<file path="config.mk">
export PLATFORM = sky130hd
export DESIGN_NAME = be_uop_queue
export DESIGN_NICKNAME = d
export VERILOG_FILES = /design/src/rtl/ez90_pkg.sv /design/src/rtl/be_uop_queue.sv
export SDC_FILE = /design/constraint.sdc
export NUM_CORES = 1
export LEC_CHECK = 0
export CORE_MARGIN = 2
export CORE_UTILIZATION = 45
export CTS_CLUSTER_DIAMETER = 80
export DETAILED_ROUTE_END_ITERATION = 16
export DONT_BUFFER_PORTS = 1
export PLACE_DENSITY = 0.63
export REMOVE_ABC_BUFFERS = 1
export SETUP_SLACK_MARGIN = 0.4
export SLEW_MARGIN = 20
export SYNTH_ARGS = -nofsm -noshare
export SYNTH_HDL_FRONTEND = slang
export SYNTH_SLANG_ARGS = --single-unit
export TNS_END_PERCENT = 30
</file>
<file path="constraint.sdc">
create_clock -name clk -period 10.25 [get_ports clk]
set_input_delay 0.5125 -clock clk [delete_from_list [all_inputs] [get_ports clk]]
set_output_delay 0.5125 -clock clk [all_outputs]
set_load 0.03 [all_outputs]
</file>
<file path="src/rtl/ez90_pkg.sv">
`default_nettype none
// +--------------------------------------------------------------------+
// | ez90_pkg: shared uop type and backend uop-queue sizing constants.   |
// | Rev 1.0                                                            |
// +--------------------------------------------------------------------+
package ez90_pkg;

  typedef enum logic [2:0] {
    FU_ALU = 3'd0,
    FU_MUL = 3'd1,
    FU_LSU = 3'd2,
    FU_BR  = 3'd3,
    FU_FPU = 3'd4
  } ez90_fu_e;

  typedef struct packed {
    logic [7:0]  tag;
    ez90_fu_e    fu;
    logic [6:0]  opcode;
    logic [4:0]  rd;
    logic [4:0]  rs1;
    logic [4:0]  rs2;
    logic [19:0] imm;
  } ez90_uop_t;

  localparam int EZ90_UOPQ_DEPTH = 8;
  localparam int EZ90_UOPQ_AFULL = 6;

endpackage
`default_nettype wire

</file>
<file path="src/rtl/be_uop_queue.sv">
`default_nettype none
// +--------------------------------------------------------------------+
// | be_uop_queue: flushable uop ring between front end and dispatch.    |
// | Rev 1.0                                                            |
// +--------------------------------------------------------------------+
module be_uop_queue
  import ez90_pkg::*;
#(
  parameter  int DEPTH        = EZ90_UOPQ_DEPTH,
  parameter  int AFULL_THRESH = EZ90_UOPQ_AFULL,
  localparam int CW           = $clog2(DEPTH + 1)
) (
  input  logic          clk,
  input  logic          rst,
  input  logic          flush,
  input  logic          in_valid,
  input  ez90_uop_t     in_uop,
  output logic          in_ready,
  output logic          out_valid,
  output ez90_uop_t     out_uop,
  input  logic          out_ready,
  output logic [CW-1:0] occupancy,
  output logic          almost_full,
  output logic [CW-1:0] occ_hwm
);

  localparam int            PW      = $clog2(DEPTH);
  localparam logic [CW-1:0] DEPTH_C = CW'(DEPTH);
  localparam logic [CW-1:0] AFULL_C = CW'(AFULL_THRESH);

  generate
    if ((DEPTH < 2) || ((DEPTH & (DEPTH - 1)) != 0)) begin : g_bad_depth
      $error("be_uop_queue: DEPTH must be a power of two >= 2");
    end
    if ((AFULL_THRESH < 1) || (AFULL_THRESH > DEPTH)) begin : g_bad_afull
      $error("be_uop_queue: AFULL_THRESH must be within 1..DEPTH");
    end
  endgenerate

  ez90_uop_t     mem [DEPTH];
  logic [PW-1:0] wr_ptr;
  logic [PW-1:0] rd_ptr;
  logic [CW-1:0] count;
  logic [CW-1:0] count_next;
  logic          push;
  logic          pop;

  // Ready looks only at registered state so out_ready never reaches in_ready.
  assign in_ready    = !rst && (count != DEPTH_C);
  assign out_valid   = (count != '0);
  assign out_uop     = mem[rd_ptr];
  assign occupancy   = count;
  assign almost_full = (count >= AFULL_C);

  assign push = in_valid & in_ready & !flush;
  assign pop  = out_valid & out_ready & !flush;

  always_comb begin
    count_next = count;
    if (flush) begin
      count_next = '0;
    end else if (push && !pop) begin
      count_next = count + CW'(1);
    end else if (pop && !push) begin
      count_next = count - CW'(1);
    end
  end

  always_ff @(posedge clk or posedge rst) begin
    if (rst) begin
      wr_ptr  <= '0;
      rd_ptr  <= '0;
      count   <= '0;
      occ_hwm <= '0;
    end else begin
      if (flush) begin
        wr_ptr <= '0;
        rd_ptr <= '0;
      end else begin
        if (push) wr_ptr <= wr_ptr + PW'(1);
        if (pop)  rd_ptr <= rd_ptr + PW'(1);
      end
      count <= count_next;
      if (count_next > occ_hwm) occ_hwm <= count_next;
    end
  end

  // Storage is deliberately left out of reset.
  always_ff @(posedge clk) begin
    if (push) mem[wr_ptr] <= in_uop;
  end

`ifndef SYNTHESIS
  a_no_push_full: assert property (@(posedge clk) disable iff (rst)
    !(push && (count == DEPTH_C)));
  a_no_pop_empty: assert property (@(posedge clk) disable iff (rst)
    !(pop && (count == '0)));
  a_count_range: assert property (@(posedge clk) disable iff (rst)
    count <= DEPTH_C);
  a_out_stable: assert property (@(posedge clk) disable iff (rst)
    (out_valid && !out_ready && !flush) |=> $stable(out_uop));
`endif

endmodule
`default_nettype wire

</file>
==> results of run 1 <==
==> what timing repair did <==
action	CTS	global route
hold buffers	1	0
hold endpoints to repair	14	0
setup buffers	0	0
==> power by group <==
part | switching, mW | internal (mW) | leakage, nW
Clock | 0.615 | 0.851 | 0.639
Sequential | 0.0973 | 2.00 | 4.00
Combinational | 0.492 | 0.414 | 1.08
==> logic make-up (layout without fill, tap and decap cells) <==
group / count (synthesis) / after routing
xor gates and xnor gates: 7 / 7
and+or+nand+nor: 46 / 46
DFF: 438 / 438
buffers and inverters: 42 / 101
adders and majority gates: 9 / 9
AOI/OAI and AO/OA: 13 / 13
muxes: 163 / 163
==> worst reg2reg max path, cell delays in order, from the launching register on <==
cell and delay [ns]:
dfrtp_1 0.63, inv_1 0.14, ha_1 0.27, nand3b_1 0.19, nand2_1 0.13, or3_1 0.50
nor2_4 0.62, buf_4 0.62
==> flip-flops by register name, summed over array words and instances (netlist names) <==
register / flops
rd_ptr: 3
occ_hwm: 4
wr_ptr: 3
occupancy: 4
mem: 424
==> path summary, 6_finish.rpt <==
check                        startpoint            to  slack [ns]  cells past startpoint
max reg2reg                occupancy[1]    mem[2][26]        6.75                      7
min reg2reg                   wr_ptr[0]     wr_ptr[0]        0.64                      2
max in group asynchronous           rst     rd_ptr[2]        9.34                      2
max                           rd_ptr[0]   out_uop[47]        6.44                      3
min                               flush     rd_ptr[0]        0.03                      1
min in group asynchronous           rst  occupancy[1]        0.47                      2
==> per-layer routing <==
layer | part of all wire | vias to the layer above | track usage
met1 | 0.41 | 3884 | 0.215
met5 | 0 | - | 0
met3 | 0.081 | 43 | 0.0570
met2 | 0.49 | 210 | 0.270
li1 | - | 3066 | -
met4 | 0.016 | 0 | 0.0429
==> layout by cell type, fill, tap and decap left out, types with 3 or more instances in the layout <==
cell type | netlist | routed
nand2b_1 | 5 | 5
nor2_1 | 14 | 8
inv_1 | 9 | 9
buf_4 | 4 | 13
ha_1 | 9 | 9
nor2_4 | 0 | 6
xor2_1 | 3 | 3
dfrtp_4 | 0 | 3
dfrtp_1 | 14 | 11
xnor2_1 | 3 | 3
clkbuf_16 | 0 | 45
mux2_2 | 54 | 54
clkbuf_1 | 14 | 9
edfxtp_1 | 424 | 424
a21oi_1 | 5 | 5
mux4_2 | 106 | 106
clkinv_1 | 0 | 17
nand2_1 | 9 | 9
==> layout make-up <==
cell class / instances / share of cell area
Sequential cell: 438 / 0.698
Multi-Input combinational cell: 238 / 0.193
Clock buffer: 54 / 0.0618
Tap cell: 468 / 0.0312
Clock inverter: 24 / 0.00881
Timing Repair Buffer: 14 / 0.00574
Inverter: 9 / 0.00180
==> impl_metrics.env, run 1 <==
export IMPL_drcViolationCount=0
export IMPL_finalSetupViolCount=0
export IMPL_vias=7203
export IMPL_power_leakage_nw=5.72
export IMPL_finalWorstSetupSlack_ns=6.44
export IMPL_synth_area_um2=16800
export IMPL_max_stage_delay_ns=0.86
export IMPL_design_area_um2=18800
export IMPL_start_util=0.459
export IMPL_worstSetupEndpointType="output pin"
export IMPL_htree_levels=2
export IMPL_maxSlewHeadroom=0.369
export IMPL_dp_cells=1166
export IMPL_drv_cap=0
export IMPL_grt_overflow_total=0
export IMPL_multi_input_area_um2=3610
export IMPL_cp_max_fo=48
export IMPL_wirelength_um=31700
export IMPL_syn_mean_instance_area_um2=23.5
export IMPL_holdWs_ns=0.0274
export IMPL_fin_skew_ns=0.0116
export IMPL_cp_top_family="multiplexers"
export IMPL_fill_cells=2757
export IMPL_cts_sinks=438
export IMPL_p_per_area_nw_per_um2=238
export IMPL_place_hpwl_um=18700
export IMPL_finalHoldViolations=0
export IMPL_yosys_area_top_type_share=0.756
export IMPL_grt_max_degree=63
export IMPL_vias_per_cell=5.79
export IMPL_synth_xor_area_share=0.00446
export IMPL_synth_edf_count=424
export IMPL_ys_flop_type="edfxtp_1"
export IMPL_rows=70
export IMPL_gp_congestion=0.798
export IMPL_slowest_stage="dfrtp_4"
export IMPL_total_power_mw=4.47
export IMPL_io_pins=122
export IMPL_synth_most_common_cell="edfxtp_1"
export IMPL_synth_simple_area_share=0.0145
export IMPL_core_area_um2=36700
export IMPL_path_cells="buf_4, mux4_2, mux2_2"
export IMPL_slew_viol_final=0
export IMPL_tns_ns=0
export IMPL_die_area_um2=39000
export IMPL_synth_compound_area_frac=0.00557
export IMPL_fin_cells=1245
export IMPL_grt_pass1_vias=7840
export IMPL_postPlaceCellArea_um2=17400
export IMPL_clock_fmax_ghz=0.262
export IMPL_clkTransAtPathRegs_ns=0.06
export IMPL_fin_crit_ns=3.81
export IMPL_status="finished clean"
export IMPL_track_usage=0.166
export IMPL_startpoint_type="flip-flop"
export IMPL_arrival_ns=3.30
export IMPL_synth_warnings=0
export IMPL_crit_type="flip-flop to output pin"
export IMPL_portBuffers=0
export IMPL_synth_cell_types=42
export IMPL_syn_inst=718
export IMPL_cts_buffers=44
export IMPL_die_w_um=197
export IMPL_drtAntennaViolNets=0
export IMPL_diodes=0
export IMPL_antenna_found_initial=0
export IMPL_regArea_um2=13100
export IMPL_dieHeight_um=197
export IMPL_dr_first_iter_drc_count=479
export IMPL_pre_cts_ws_ns=6.74
export IMPL_rsz0062_at_grt="false"
export IMPL_ys_top_cells_by_area="edfxtp_1 76%, mux4_2 14%, mux2_2 3.6%, dfrtp_1 2.1%, ha_1 0.67%"
export IMPL_fin_nets=812
export IMPL_drive_gt1_frac=0.313
export IMPL_clk_latency_ns=0.54
export IMPL_clock_path_buffers=3
export IMPL_async_reset_ff_frac=0.0320
export IMPL_peakVddDrop_uv=220
export IMPL_cts_tree="done"
export IMPL_synth_top_family_by_area="multiplexers"
export IMPL_cp_num_buf_inv=1
export IMPL_yosysSeqAreaShare=0.777
export IMPL_ys_seq_elements=438
export IMPL_hp_class="input port to flip-flop"
export IMPL_yosys_top_cells_count="424 x edfxtp_1, 106 x mux4_2, 54 x mux2_2"
export IMPL_grt_first_pass_wirelength_um=48000
export IMPL_routedWlPerCell_um=25.5
export IMPL_drt_pass1_iterations=4
export IMPL_synth_largest_area_cell="edfxtp_1"
export IMPL_root_buffer="clkbuf_16"
export IMPL_synthMuxAreaShare=0.180
export IMPL_syn_to_final_growth_pct=11.3
export IMPL_worst_slew_pin_slew_ns=0.946
export IMPL_synth_fa_ha_area_frac=0.00668
export IMPL_cts_resized=0
export IMPL_fin_crit_sh=0.372
export IMPL_utilization=0.511
export IMPL_cp_required_ns=9.74
No activity file was read; power rests on OpenSTA's default activity.
==> run 2: changes to the inputs <==
==> constraint.sdc (replaced) <==
create_clock -name clk -period 3.6 [get_ports clk]
set_input_delay 0.18 -clock clk [delete_from_list [all_inputs] [get_ports clk]]
set_output_delay 0.18 -clock clk [all_outputs]
set_load 0.03 [all_outputs]
==> run 2 against run 1 <==
  * Clock power grew to 3.2 times the previous value
  * Count of clock-buffer cells in the layout shrank 4
  * Die area is the same
  * Via count grew 4.0%
  * Global-route usage grew 0.84 points
  * Critical path type is now flip-flop to flip-flop
  * Highest routed layer is now met5
==> impl_metrics.env, run 2 (synthesis results as in run 1) <==
export IMPL_fin_nets=880
export IMPL_arrival_ns=3.49
export IMPL_cts_buffers=44
export IMPL_vias_per_cell=5.69
export IMPL_clock_path_buffers=3
export IMPL_routedWlPerCell_um=25.2
export IMPL_cts_sinks=438
export IMPL_wirelength_um=33300
export IMPL_finalSetupViolCount=0
export IMPL_gp_congestion=0.737
export IMPL_rows=70
export IMPL_hp_class="input port to flip-flop"
export IMPL_largest_register_ffs=424
export IMPL_dieHeight_um=197
export IMPL_layout_common_cells="424 x edfxtp_1, 106 x mux4_2, 59 x dlygate4sd3_1"
export IMPL_top_register="mem"
export IMPL_timing_rr_end="occ_hwm[1]"
export IMPL_grt_overflow_total=0
export IMPL_dr_first_iter_drc_count=398
export IMPL_start_util=0.459
export IMPL_fin_crit_sh=0.852
export IMPL_status="finished clean"
export IMPL_r2r_cells=8
export IMPL_root_buffer="clkbuf_16"
export IMPL_hold_end="wr_ptr[1]"
export IMPL_multi_input_area_um2=3620
export IMPL_clock_fmax_ghz=0.326
export IMPL_min_from="rst"
export IMPL_worstSetupEndpointType="flip-flop"
export IMPL_cts_tree="done"
export IMPL_clk_latency_ns=0.55
export IMPL_drcViolationCount=0
export IMPL_drtAntennaViolNets=0
export IMPL_vias=7494
export IMPL_grt_pass1_vias=8100
export IMPL_tns_ns=0
export IMPL_r2r_start="occupancy[1]"
export IMPL_grt_max_degree=73
export IMPL_fin_crit_ns=3.07
export IMPL_min_delay_path_depth=4
export IMPL_max_stage_delay_ns=0.60
export IMPL_cp_num_buf_inv=1
export IMPL_core_area_um2=36700
export IMPL_slew_viol_final=0
export IMPL_fill_cells=2748
export IMPL_maxSlewHeadroom=0.308
export IMPL_track_usage=0.174
export IMPL_grt_first_pass_wirelength_um=49700
export IMPL_p_per_area_nw_per_um2=683
export IMPL_final_common_cell="edfxtp_1"
export IMPL_cp_required_ns=4.02
export IMPL_cp_top_family="compound AO/OA/AOI/OAI gates"
export IMPL_htree_levels=2
export IMPL_drive_gt1_frac=0.323
export IMPL_finalHoldViolations=0
export IMPL_path_cells="buf_4, nor4b_1, mux2i_1, a221oi_1, ha_1, and4_1, a21oi_2, mux2_2"
export IMPL_drt_pass1_iterations=4
export IMPL_critPathLaunch="occupancy[1]"
export IMPL_slowest_stage="a221oi_1"
export IMPL_worst_slew_pin_slew_ns=1.04
export IMPL_io_pins=122
export IMPL_peakVddDrop_uv=476
export IMPL_startpoint_type="flip-flop"
export IMPL_dp_cells=1175
export IMPL_die_w_um=197
export IMPL_regArea_um2=13100
export IMPL_rsz0062_at_grt="false"
export IMPL_clkTransAtPathRegs_ns=0.06
export IMPL_fin_cells=1318
export IMPL_power_leakage_nw=6.14
export IMPL_fin_skew_ns=0.0138
export IMPL_die_area_um2=39000
export IMPL_cp_max_fo=7
export IMPL_drv_cap=0
export IMPL_antenna_found_initial=3
export IMPL_rrSetupSlack_ns=0.53
export IMPL_crit_type="flip-flop to flip-flop"
export IMPL_place_hpwl_um=17700
export IMPL_syn_to_final_growth_pct=16.8
export IMPL_portBuffers=0
[run 2: how the worst max path moves through the flow]
stage	end	slack, ns	cells past startpoint
floorplan	mem[0][0]	-2.09	6
global route	occ_hwm[1]	0.40	8
finish	occ_hwm[1]	0.53	8
detailed placement	occ_hwm[1]	0.41	11
global placement	occ_hwm[1]	0.60	11
CTS	occ_hwm[1]	0.40	11
[run 2: cell type report]
| type | count | area share |
|---|---|---|
| sequential | 438 | 0.666 |
| multi-input combinational | 238 | 0.184 |
| clock buffer | 50 | 0.0593 |
| timing repair buffer | 82 | 0.0420 |
| tap | 468 | 0.0298 |
| clock inverter | 32 | 0.0174 |
| inverter | 9 | 0.00172 |
| antenna | 1 | 0.000127 |
[run 2: what timing repair did]
action,CTS,global route
hold buffers,59,0
setup endpoints to repair,0,4
hold endpoints to repair,451,0
resized for setup,0,5
setup buffers,0,1
[run 2: routing by layer]
layer / vias up / global-route usage / share of wire
li1: 3208 / - / -
met1: 4052 / 0.227 / 0.42
met2: 182 / 0.298 / 0.51
met3: 48 / 0.0393 / 0.053
met4: 4 / 0.0473 / 0.018
met5: - / 0 / 0.00081
[run 2: through the flow]
step / setup slack, ns / area [um^2] / hold slack, ns / util / power, mW
finish: 0.531 / 19700 / 0.0908 / 0.536 / 13.4
global placement: 0.596 / 17600 / 0.130 / 0.478 / 8.67
detailed placement: 0.408 / 17600 / 0.160 / 0.478 / 8.76
floorplan: -2.09 / 16700 / 0.0743 / - / 8.41
global route: 0.404 / 19700 / 0.109 / 0.536 / 13.9
CTS: 0.400 / 19700 / 0.0851 / 0.535 / 13.6
[run 2: report_power, final]
part           internal, mW  leakage [nW]  total, mW  switching [mW]
combinational          1.32          1.39       2.83            1.51
clock                  2.83         0.747       4.67            1.84
sequential             5.69          4.00       5.93           0.236
total                  9.84          6.14       13.4            3.59
[run 2: worst min-delay path, stage by stage]
cell,delay [ns]
nor2b_1,0.09
and2_4,0.19
nand2_1,0.07
a21oi_1,0.05
==> run 3: changes to the inputs <==
==> constraint.sdc (replaced) <==
create_clock -name clk -period 3.55 [get_ports clk]
set_input_delay 0.1775 -clock clk [delete_from_list [all_inputs] [get_ports clk]]
set_output_delay 0.1775 -clock clk [all_outputs]
set_load 0.03 [all_outputs]
==> run 3 against run 2 <==
  * Core utilization is 0.25 points lower
  * Fmax grew 2.4%
  * Power decreased by 1.2%
  * First-iteration DRC count up 54%
  * Non-clock buffer count shrank 1
  * Die area is the same
  * Clock skew up 0.015 ns
  * Final area down 0.46%
  * Worst setup slack better by 0.021 ns
  * Critical path depth grew 3
  * Clock power is 5.6% lower
  * Hold slack gained 0.021 ns
  * Critical endpoint unchanged
==> impl_metrics.env, run 3 (synthesis results as in run 1) <==
export IMPL_fin_nets=879
export IMPL_swShare=0.271
export IMPL_track_usage=0.174
export IMPL_largest_register_ffs=424
export IMPL_fin_cells=1317
export IMPL_drive_gt1_frac=0.317
export IMPL_final_common_cell="edfxtp_1"
export IMPL_core_area_um2=36700
export IMPL_dp_cells=1178
export IMPL_rows=70
export IMPL_peakVddDrop_uv=459
export IMPL_max_stage_delay_ns=0.46
export IMPL_vias=7460
export IMPL_fin_crit_sh=0.844
export IMPL_wirelength_um=32900
export IMPL_start_util=0.459
export IMPL_gp_congestion=0.746
export IMPL_fin_skew_ns=0.0286
export IMPL_grt_first_pass_wirelength_um=49600
export IMPL_finalSetupViolCount=0
export IMPL_status="finished clean"
export IMPL_root_buffer="clkbuf_16"
export IMPL_htree_levels=2
export IMPL_drt_pass1_iterations=4
export IMPL_clock_path_buffers=3
export IMPL_arrival_ns=3.43
export IMPL_worstSetupEndpointType="flip-flop"
export IMPL_slew_viol_final=0
export IMPL_cp_top_family="simple AND/OR/NAND/NOR gates"
export IMPL_dieHeight_um=197
export IMPL_clock_fmax_ghz=0.334
export IMPL_finalWorstSetupSlack_ns=0.552
export IMPL_cts_buffers=44
export IMPL_path_cells="inv_1, ha_4, or3b_4, and2_4, o22ai_2, xnor2_1, nor2_1, ha_1, and4_1, a21oi_4, mux2_2"
export IMPL_vias_per_cell=5.66
export IMPL_p_per_area_nw_per_um2=678
export IMPL_fill_cells=2726
export IMPL_io_pins=122
export IMPL_drtAntennaViolNets=0
export IMPL_maxSlewHeadroom=0.336
export IMPL_multi_input_area_um2=3630
export IMPL_internal_power_mw=9.68
export IMPL_clockPowerShare=0.332
export IMPL_cts_tree="done"
export IMPL_grt_overflow_total=0
export IMPL_top_register="mem"
export IMPL_clkTransAtPathRegs_ns=0.06
export IMPL_finalHoldViolations=0
export IMPL_cp_required_ns=3.98
export IMPL_routedWlPerCell_um=25.0
export IMPL_dr_first_iter_drc_count=612
export IMPL_rsz0062_at_grt="true"
export IMPL_pre_cts_ws_ns=0.344
export IMPL_drcViolationCount=0
export IMPL_startpoint_type="flip-flop"
export IMPL_fin_crit_ns=3.00
export IMPL_seqPwrFrac=0.452
export IMPL_p_switching_mw=3.60
export IMPL_portBuffers=0
export IMPL_die_area_um2=39000
export IMPL_power_leakage_nw=6.08
export IMPL_combPwrFrac=0.216
export IMPL_clk_latency_ns=0.55
export IMPL_cts_sinks=438
export IMPL_postCtsSetupRepairBufs=0
export IMPL_place_hpwl_um=18700
export IMPL_drv_cap=0
export IMPL_cp_max_fo=6
export IMPL_worst_slew_pin_slew_ns=0.997
export IMPL_cp_num_buf_inv=1
export IMPL_antenna_found_initial=5
export IMPL_regArea_um2=13100
export IMPL_hp_class="input port to flip-flop"
export IMPL_syn_to_final_growth_pct=16.2
export IMPL_slowest_stage="or3b_4"
export IMPL_grt_pass1_vias=8183
export IMPL_crit_type="flip-flop to flip-flop"
export IMPL_layout_common_cells="424 x edfxtp_1, 106 x mux4_2, 56 x dlygate4sd3_1"
export IMPL_die_w_um=197
export IMPL_grt_max_degree=55
export IMPL_tns_ns=0
-- run 3: changes by cell type in the layout (fill, tap and decap cells not counted), moves of 2 or more --
cell,before,now
clkbuf_1,4,10
buf_12,5,7
clkinv_1,9,7
diode_2,1,3
dlygate4sd3_1,59,56
bufinv_16,7,3
-- run 3: final timing paths --
kind	start	endpoint	slack (ns)	depth (start not counted)
max in group asynchronous	rst	rd_ptr[0]	2.93	2
worst max register to register	occupancy[0]	occ_hwm[1]	0.55	11
worst min-delay path	out_ready	occ_hwm[2]	0.11	4
worst max-delay path	occupancy[0]	occ_hwm[1]	0.55	11
min in group asynchronous	rst	occupancy[0]	0.15	2
worst min register to register	wr_ptr[0]	wr_ptr[0]	0.62	2
-- run 3: repair_timing --
action,CTS,global route
endpoints found under the setup margin,2,4
endpoints found under the hold margin,451,0
pin swaps,0,0
gates resized for setup,1,3
hold buffers,56,0
-- run 3: power by group through the flow --
| stage | sequential, mW | clock (mW) | combinational, mW |
|---|---|---|---|
| 6_report | 6.00 | 4.41 | 2.86 |
| 5_1_grt | 6.03 | 4.72 | 3.06 |
| 4_1_cts | 6.01 | 4.54 | 2.87 |
| 3_5_place_dp | 6.12 | 0 | 2.74 |
| 3_3_place_gp | 6.11 | 0 | 2.68 |
| 2_1_floorplan | 6.30 | 0 | 2.21 |
-- run 3: cell type report --
class	instances	area share
Multi-Input combinational cell	238	0.186
Tap cell	468	0.0299
Antenna cell	3	0.000383
Inverter	9	0.00173
Timing Repair Buffer	81	0.0427
Clock inverter	24	0.0102
Sequential cell	438	0.669
Clock buffer	56	0.0607
-- run 3: metal layers --
| layer | up-vias | wire, um | global-route usage |
|---|---|---|---|
| met2 | 185 | 16900 | 0.302 |
| li1 | 3212 | - | - |
| met1 | 4012 | 13500 | 0.220 |
| met4 | 4 | 576 | 0.0443 |
| met5 | - | 27 | 0 |
| met3 | 47 | 1870 | 0.0430 |
-- run 3: metrics by stage --
| stage | area (um^2) | utilization | total power [mW] | hold WS (ns) |
|---|---|---|---|---|
| 3_3_place_gp | 17600 | 0.480 | 8.79 | 0.127 |
| 3_5_place_dp | 17600 | 0.480 | 8.86 | 0.175 |
| 2_1_floorplan | 16700 | - | 8.51 | 0.0718 |
| 4_1_cts | 19600 | 0.533 | 13.4 | 0.0851 |
| 5_1_grt | 19600 | 0.533 | 13.8 | 0.141 |
| 6_report | 19600 | 0.534 | 13.3 | 0.112 |
-- run 3: worst register-to-register path, cell delays in order, from the launching register on --
cell and delay (ns):
dfrtp_1 0.38, inv_1 0.13, ha_4 0.18, or3b_4 0.46
and2_4 0.23, o22ai_2 0.11, xnor2_1 0.17, nor2_1 0.11
ha_1 0.33, and4_1 0.23, a21oi_4 0.19, mux2_2 0.35
